File: src/rtl/des_perm_pipe.sv
// DES initial / final permutation (IP, IP^-1) with optional half-swap, carried through a
// LATENCY-deep stall-able pipeline with tag sideband. Optional bypass mode: DES_PERM_BYPASS_EN.
module des_perm_pipe #(
  parameter int unsigned LATENCY = 2,
  parameter int unsigned TAG_W   = 4
) (
  input  logic             clk,
  input  logic             rst_n,
  input  logic             in_valid,
  output logic             in_ready,
  input  logic [63:0]      in_data,
  input  logic [1:0]       in_mode,
  input  logic             in_swap,
  input  logic [TAG_W-1:0] in_tag,
  input  logic             flush,
  output logic             out_valid,
  input  logic             out_ready,
  output logic [63:0]      out_data,
  output logic [TAG_W-1:0] out_tag,
  output logic             err,
  output logic [15:0]      done_cnt
);

  localparam int unsigned DATA_W = 64;
  localparam int unsigned CNT_W  = 16;

  typedef struct packed {
    logic              vld;
    logic [TAG_W-1:0]  tag;
    logic [DATA_W-1:0] data;
  } stage_t;

  // Row r of the IP table starts at 58,60,62,64,57,59,61,63 and steps down by 8 per column.
  // IP^-1 is the inverse mapping of the same table. Bit n (DES numbering) sits at index 64-n.
  function automatic logic [DATA_W-1:0] des_ip(input logic [DATA_W-1:0] x, input logic inverse);
    logic [DATA_W-1:0] r;
    int                row;
    int                src;
    r = '0;
    for (int i = 0; i < 64; i++) begin
      row = i / 8;
      src = ((row < 4) ? (58 + 2 * row) : (57 + 2 * (row - 4))) - 8 * (i % 8);
      if (inverse) r[6'(64 - src)] = x[6'(63 - i)];
      else         r[6'(63 - i)]   = x[6'(64 - src)];
    end
    return r;
  endfunction

  logic              advance;
  logic [DATA_W-1:0] pre;
  logic [DATA_W-1:0] perm_c;
  logic              mode_bad;

  assign advance  = !out_valid || out_ready;
  assign in_ready = advance;

  // Input-side permutation; unsupported modes yield zero data and flag an error
  always_comb begin
    perm_c   = '0;
    mode_bad = 1'b0;
    pre      = in_swap ? {in_data[31:0], in_data[63:32]} : in_data;
    case (in_mode)
      2'b00: perm_c = des_ip(pre, 1'b0);
      2'b01: perm_c = des_ip(pre, 1'b1);
`ifdef DES_PERM_BYPASS_EN
      2'b10: perm_c = pre;
`endif
      default: mode_bad = 1'b1;
    endcase
  end

  // Lockstep register chain; flush kills valid bits but leaves data/tag in place
  for (genvar g = 0; g < LATENCY; g++) begin : g_stage
    stage_t d;
    stage_t q;
    if (g == 0) begin : g_head
      assign d = '{vld: in_valid, tag: in_tag, data: perm_c};
    end else begin : g_body
      assign d = g_stage[g-1].q;
    end
    always_ff @(posedge clk or negedge rst_n) begin
      if (!rst_n) begin
        q <= '0;
      end else begin
        if (advance) q <= d;
        if (flush)   q.vld <= 1'b0;
      end
    end
  end

  assign out_valid = g_stage[LATENCY-1].q.vld;
  assign out_data  = g_stage[LATENCY-1].q.data;
  assign out_tag   = g_stage[LATENCY-1].q.tag;

  // Sticky error on any accepted block with an unsupported mode
  always_ff @(posedge clk or negedge rst_n) begin
    if (!rst_n) begin
      err <= 1'b0;
    end else if (in_valid && in_ready && mode_bad) begin
      err <= 1'b1;
    end
  end

  // A block flushed while sitting on the output is discarded, not delivered
  always_ff @(posedge clk or negedge rst_n) begin
    if (!rst_n) begin
      done_cnt <= '0;
    end else if (out_valid && out_ready && !flush) begin
      done_cnt <= done_cnt + CNT_W'(1);
    end
  end

endmodule

File: config.mk
export PLATFORM = sky130hd
export DESIGN_NAME = des_perm_pipe
export DESIGN_NICKNAME = d
export VERILOG_FILES = /design/src/rtl/des_perm_pipe.sv
export SDC_FILE = /design/constraint.sdc
export NUM_CORES = 1
export LEC_CHECK = 0
export CORE_ASPECT_RATIO = 1.1
export CORE_MARGIN = 2
export CORE_UTILIZATION = 38
export DETAILED_ROUTE_END_ITERATION = 7
export PLACE_DENSITY = 0.83
export SLEW_MARGIN = 20
export SYNTH_ARGS = -nofsm -noshare
export SYNTH_HDL_FRONTEND = slang
export SYNTH_SLANG_ARGS = --single-unit
File: constraint.sdc
create_clock -name clk -period 1.4 [get_ports clk]
set_input_delay 0.14 -clock clk [delete_from_list [all_inputs] [get_ports clk]]
set_output_delay 0.14 -clock clk [all_outputs]
set_load 0.02 [all_outputs]
-- Word level (Yosys, flattened, before mapping)
Index checks and enable logic that the tools add are counted.
- register bits after elaboration: 155
- word-level logic and storage cells: 27
- output and inout bits: 87
- bits of input ports: 76
- equal/unequal tests: 1
- add/subtract/negate cells: 1
- muxes and demuxes: 7
- reduce and logical (&&, ||, !) cells: 10
- operators by type and width (kind ; count):
    $mux 69 ; 2
    $pmux 32 s2 ; 1
    $mux 32 ; 1
    $add 16x1->16 const B ; 1
    $logic_and 1x1->1 ; 4
    $mux 1 ; 3
    $eq 2x1->1 const B ; 1
    $logic_not 1->1 ; 2
    $logic_not 2->1 ; 1
    $reduce_bool 2->1 ; 1
    $reduce_or 2->1 ; 1
    $logic_or 1x1->1 ; 1

-- Logic depth before layout (Yosys ltp)
Gate-level depths: netlist of run 1.
- depth in word-level cells: 4
- depth in mapped cells: 6
- mapped depth without buffers: 5

-- Least setup slack after synthesis of run 1
No wires, ideal clock.
- path kind: register -> register
- start point: register done_cnt[0]
- end point: register done_cnt[10]
- arrival time: 1.342 ns
- setup time: 0.130 ns
- slack: -0.072 ns
- cell stages (with the launch flop): 6
- period minus slack after synthesis: 1.472 ns
- required time: 1.270 ns
- path buffers: 0
- path through: dfrtp_1 -> ha_1 -> nand4b_1 -> nor3_2 -> nand3_1 -> xnor2_1
- word-level cells in the longest chain between the ends: 1
- RTL lines (item ; RTL line ; text):
    from (decl) ; 21 ; output logic [15:0] done_cnt
    from (signal assigned) ; 109 ; done_cnt <= done_cnt + CNT_W'(1);
    $add 16x1->16 ; 109 ;
Every way passes these cells.
A chain may end at the register's enable or synchronous reset.

-- Worst setup path in the final report of run 1
- start point: register g_stage[1].q, in the netlist out_valid
- end point: register g_stage[0].q[4] (netlist bit)
- word-level cells in the longest chain between the ends: 2
- RTL lines (item ; RTL line ; text):
    from (decl) ; 75 ; stage_t q;
    $logic_not 1->1 ; 54 ; assign advance = !out_valid || out_ready;
    $logic_or 1x1->1 ; 54 ;
    to (decl) ; 75 ;
Every way passes these cells.

==> impl_metrics.ini, run 1 <==
[status]
outcome = complete, no violations

[finish]
drive_above_1_share_pct = 17.9
fin_area_sq_um = 5000
syn2layout_area_growth_pct = 40.8
n_antenna_cell = 0
fill_cells = 829
register_area_sq_um = 1880
fin_nets = 554
multi_input_area_sq_um = 1460

[setup_path]
reg2reg_depth = 5
crit_family = simple AND/OR/NAND/NOR gates
max_stage_delay_ns = 0.41
rr_startpoint = out_valid
crit_path_cell_trace = nor2b_4 -> buf_6 -> or3_4 -> buf_6 -> o21ai_2
start_kind = register
path_depth = 5
crit_start = out_valid
crit_type = register to register
cp_num_buf_inv = 2
cpMaxStageDelayCell = dfrtp_2
crit_path_frequent_cell = buf_6
worstSetupEndpointType = register
crit_arrival_ns = 1.64
critPathMaxFanout = 4
cp.required_ns = 1.67

[timing]
final.period_utilization_pct = 97.7
min_period_ns = 1.37
finalHoldViolCount = 0
rsz0062_at_grt = yes
clock.fmax_mhz = 731
holdWs_ns = 0.223
drv_slew = 0
setup_viol = 0
finClkSkew_ns = 0.00833

[global_route]
grt_max_degree = 35
grt_usage_pct = 17.1
antenna_found_initial = 0
grt_pass1_wl_mm = 13.0
first_global_vias = 2735
overflow = 0

[synthesis]
synthTopCellsByArea = dfrtp_1 53%, nand2_1 13%, buf_4 8.7%
ys_ff_latch = 75
synth-edff-count = 0
synth_common_cells = 120 x nand2_1, 75 x dfrtp_1, 41 x buf_4
synthDistinctLibCells = 35
yosysTopAreaCellShare_pct = 52.8
avgSynthCellArea_sq_um = 10.4
seq_area_frac_synth_pct = 52.8
ys_warn_count = 0
syn_inst = 340
yosysMostFrequentCell = nand2_1
yosysTopAreaCell = dfrtp_1
synth-async-reset-ratio_pct = 100
synth_area_sq_um = 3550
synth_ff_type = dfrtp_1

[pwr]
p_sw_share_pct = 28.2
p_clk_share_pct = 31.4
ir_drop_mv = 0.420
combPwrFrac_pct = 21.6
power_density_nw_per_um2 = 1040
p_leak_nw = 2.61
p_int_mw = 3.72
p_switching_mw = 1.46
p_seq_share_pct = 47.0

[routing]
vias = 2752
drt_wl_total_mm = 8.44
drtPass1Iterations = 5
final_antenna_net_count = 0
drt-vias-per-instance = 4.60
drc_errors = 0
wl_per_cell_um = 14.1
drt_iter0_markers = 81

[floorplan]
start_util_pct = 38.6
die_x_um = 96.2
io_pins = 163
die_h_um = 105
rows = 37
die_area_sq_um = 10100
core_area_sq_um = 9210

[place]
port_buffers = 106
dp_hpwl_mm = 6.47
gp_congestion = 0.813
placed_area_sq_um = 4770

[run]
cap_violations = 0

[worst_hold_path]
min_path_type = input port to asynchronous set/reset pin

[clock_tree]
cts-buffers-inserted = 9
cts_max_path_buffers = 2
path_clk_slew_ns = 0.08
cts-root-buf = clkbuf_8
cts.sinks = 75
cts_tree = built
clk_latency_ns = 0.34
cts_max_level = 3
==> metrics by stage <==
stage	TNS (ns)	std cells	util, %	worst slack (ns)	total power, mW
2_1_floorplan	0	379	-	0.00502	3.09
3_3_place_gp	-12.50	576	51.8	-0.295	3.56
3_5_place_dp	-13.98	576	51.8	-0.338	3.61
4_1_cts	0	595	53.8	0.00368	5.21
5_1_grt	-0.0477	598	54.3	-0.0196	5.43
6_report	0	598	54.3	0.0316	5.18
==> power groups by stage <==
stage	clock (mW)	sequential, mW	combinational (mW)
2_1_floorplan	0	2.61	0.474
3_5_place_dp	0	2.50	1.11
5_1_grt	1.76	2.46	1.21
3_3_place_gp	0	2.49	1.08
4_1_cts	1.67	2.44	1.11
6_report	1.63	2.44	1.12
==> worst register-to-register path: cells and delay by family, from the launching register on <==
kind | cells | cell delay, ns
simple gates | 2 | 0.49
flops | 1 | 0.41
buf+inv | 2 | 0.27
compound gates | 1 | 0.12
==> layout by cell type (no fill, tap or decap), types with 8 or more instances in the layout <==
cell type        instances
dfrtp_1                 69
buf_4                   31
conb_1                  40
mux2i_1                 14
o21ai_0                  8
a22o_1                   8
dlygate4sd2_1           43
clkdlybuf4s50_1         57
nand2_1                119
xnor2_1                 11
clkbuf_8                10
o21ai_2                  8
==> metal layers <==
| layer | GRT usage, % | up-vias | part of all wire, % |
|---|---|---|---|
| li1 | - | 1302 | - |
| met4 | 7.45 | 0 | 2.3 |
| met1 | 20.4 | 1319 | 38 |
| met2 | 29.0 | 114 | 54 |
| met5 | 0 | - | 0 |
| met3 | 4.07 | 17 | 6.3 |
==> registers in the layout (all words and copies together) (netlist names) <==
register   count
done_cnt      16
err            1
g_stage.q     29
out_data      24
out_tag        4
out_valid      1
==> timing repair <==
item / CTS / global route
cloned: 0 / 0
endpoints found under the setup margin: 57 / 23
pin swaps: 4 / 7
endpoints found under the hold margin: 52 / 0
gates resized for setup: 54 / 7
hold buffers: 1 / 0
buffers inserted: 3 / 3
==> final timing paths <==
kind	to	slack, ns
worst min register to register	out_data[5]	0.46
worst max register to register	g_stage[0].q[4]	0.03
worst max-delay path	g_stage[0].q[4]	0.03
min in group clk	g_stage[0].q[64]	0.34
max in group asynchronous	g_stage[0].q[20]	0.56
worst min-delay path	done_cnt[13]	0.22
==> kinds of logic after synthesis <==
family / after synthesis / share of synthesized area (%)
and+or+nand+nor: 143 / 17.5
DFF: 75 / 52.8
buffers and inverters: 56 / 11.0
AOI/OAI and AO/OA: 26 / 5.46
muxes: 23 / 9.02
xor gates and xnor gates: 15 / 3.70
adders and majority gates: 1 / 0.352
other: 1 / 0.106
==> layout make-up <==
type	count	share of cell area (%)
multi-input cells	248	29.2
well taps	117	2.93
flip-flops and latches	75	37.7
clock buffers	11	2.83
repair buffers	142	26.2
clock inverters	4	1.03
inverters	1	0.0751
No activity file was read; power rests on OpenSTA's default activity.
==> run 2: changes to the inputs <==
--- a/config.mk
+++ b/config.mk
@@ -10,6 +10,7 @@
 export CORE_UTILIZATION = 38
 export DETAILED_ROUTE_END_ITERATION = 7
 export PLACE_DENSITY = 0.83
+export REMOVE_ABC_BUFFERS = 1
 export SLEW_MARGIN = 20
 export SYNTH_ARGS = -nofsm -noshare
 export SYNTH_HDL_FRONTEND = slang
==> run 2 against run 1 <==
- the flow now finishes with violations (setup timing)
- first-iteration DRC count is 25% higher
- setup slack worse by 0.039 ns
- die area stayed put
- maximum frequency is 2.8% lower
- utilization is 0.14 points lower
- final area is 0.25% lower
- clock power is 15% higher
- sequential power hardly changed
- non-clock buffer count is 6 lower
- hold slack better by 0.10 ns
==> impl_metrics.ini, run 2 (synthesis results as in run 1) <==
[routing]
drt_iter0_markers = 101
drt-vias-per-instance = 4.56
drtPass1Iterations = 6
dr_wl_met2_mm = 3.98
wl_met1_mm = 3.41
drc_errors = 0
drt_wl_total_mm = 8.00
final_antenna_net_count = 0
routed.top_layer = met4
vias = 2705
wl_per_cell_um = 13.5
route.met3.wl_um = 523

[setup_path]
cpMaxStageDelayCell = dfrtp_1
path_depth = 6
rrSetupSlack_ns = -0.007
crit_start = done_cnt[1]
crit_end = done_cnt[6]
cp.required_ns = 1.67
reg2reg_depth = 6
crit_path_cell_trace = ha_1 -> nand4b_1 -> buf_4 -> nor2_2 -> and3_2 -> xor2_1
critPathMaxFanout = 3
crit_arrival_ns = 1.68
start_kind = register
worstReg2RegEnd = done_cnt[6]
rr_startpoint = done_cnt[1]
worstSetupEndpointType = register
crit_type = register to register
cp_num_buf_inv = 1
crit_family = simple AND/OR/NAND/NOR gates
max_stage_delay_ns = 0.38

[timing]
finalHoldViolCount = 0
min_period_ns = 1.41
setup_ws_ns = -0.00718
clock.fmax_mhz = 711
tns_ns = -0.00718
setup_viol = 1
final.period_utilization_pct = 101
finClkSkew_ns = 0.0144
drv_slew = 0
rsz0062_at_grt = yes

[pwr]
p_leak_nw = 2.60
ir_drop_mv = 0.559
power_mw = 5.36
power_density_nw_per_um2 = 1070

[finish]
fin_nets = 548
largest_register_ffs = 29
fill_cells = 810
final_cell_mix = 120 x nand2_1, 75 x dfrtp_1, 58 x clkdlybuf4s50_1
regMostFlops = g_stage.q
final_common_cell = nand2_1
syn2layout_area_growth_pct = 40.4
drive_above_1_share_pct = 16.4
n_antenna_cell = 0
fin_area_sq_um = 4990

[clock_tree]
cts_max_level = 3
path_clk_slew_ns = 0.08
cts.sinks = 75
cts_tree = built
cts-buffers-inserted = 9
cts_max_path_buffers = 2
clk_latency_ns = 0.35
cts-root-buf = clkbuf_8

[status]
violations = setup timing
outcome = finished, violations left

[global_route]
grt_usage_pct = 16.2
grt_pass1_wl_mm = 12.6
first_global_vias = 2626
overflow = 0
antenna_found_initial = 0
grt_max_degree = 76

[floorplan]
io_pins = 163
die_area_sq_um = 10100
rows = 37
die_h_um = 105
core_area_sq_um = 9210
die_x_um = 96.2
start_util_pct = 38.6

[run]
cap_violations = 0

[place]
port_buffers = 106
placed_area_sq_um = 4740
dp_hpwl_mm = 5.90
gp_congestion = 0.782

[worst_hold_path]
min_path_type = input port to register
## run 2: cell count changes in the layout (fill, tap and decap cells not counted), sizes merged
cell	change
bufinv	+1
clkdlybuf4s50	+1
clkinvlp	+1
buf	-6
dlygate4sd2	-1
clkdlybuf4s15	+1
clkbuf	-2
inv	+2
clkinv	-1
dlymetal6s2s	-1
## run 2: what timing repair did
| item | 4_1_cts | 5_1_grt |
|---|---|---|
| hold buffers | 1 | 0 |
| gates resized for setup | 52 | 13 |
| setup endpoints to repair | 54 | 22 |
| hold endpoints to repair | 75 | 0 |
| pin swaps | 0 | 15 |
| setup buffers | 0 | 5 |
## run 2: area by class of cell
class | instances | area (sq um) | share of cell area (%)
inverter | 1 | 3.75 | 0.0752
multi-input combinational | 248 | 1470 | 29.5
timing repair buffer | 136 | 1260 | 25.4
sequential | 75 | 1880 | 37.6
tap | 117 | 146 | 2.93
clock buffer | 9 | 124 | 2.48
clock inverter | 7 | 101 | 2.03
## run 2: metrics by stage
step	setup slack (ns)	util [%]	instances	hold slack, ns
floorplan	-3.45	-	324	-0.156
global placement	-0.297	51.4	572	0.185
detailed placement	-0.325	51.4	572	0.194
CTS	-0.00362	53.4	589	0.309
global route	-0.104	54.1	593	0.333
finish	-0.00718	54.1	593	0.325
## run 2: worst min-delay path by stage
stage / startpoint / depth (start not counted) / slack [ns] / end
2_1_floorplan: rst_n / 0 / -0.16 / done_cnt[0]
3_3_place_gp: rst_n / 2 / 0.18 / done_cnt[15]
3_5_place_dp: rst_n / 2 / 0.19 / done_cnt[14]
4_1_cts: in_tag[0] / 3 / 0.31 / g_stage[0].q[64]
5_1_grt: in_tag[0] / 3 / 0.33 / g_stage[0].q[64]
6_report: in_tag[0] / 3 / 0.32 / g_stage[0].q[64]
## run 2: layer usage
| layer | global-route usage [%] | vias up |
|---|---|---|
| li1 | - | 1299 |
| met3 | 4.65 | 10 |
| met4 | 4.39 | 0 |
| met2 | 26.0 | 96 |
| met1 | 21.3 | 1300 |
| met5 | 0 | - |
## run 2: tightest hold or removal path, stage by stage
cell	delay [ns]
clkdlybuf4s50_1	0.39
nand2_1	0.05
nand2_1	0.05
## run 2: power by group
group	internal [mW]	switching [mW]	total (mW)	leakage, nW
clock	1.02	0.858	1.87	0.106
combinational	0.486	0.580	1.07	1.51
sequential	2.33	0.0979	2.42	0.986
total	3.83	1.54	5.36	2.60
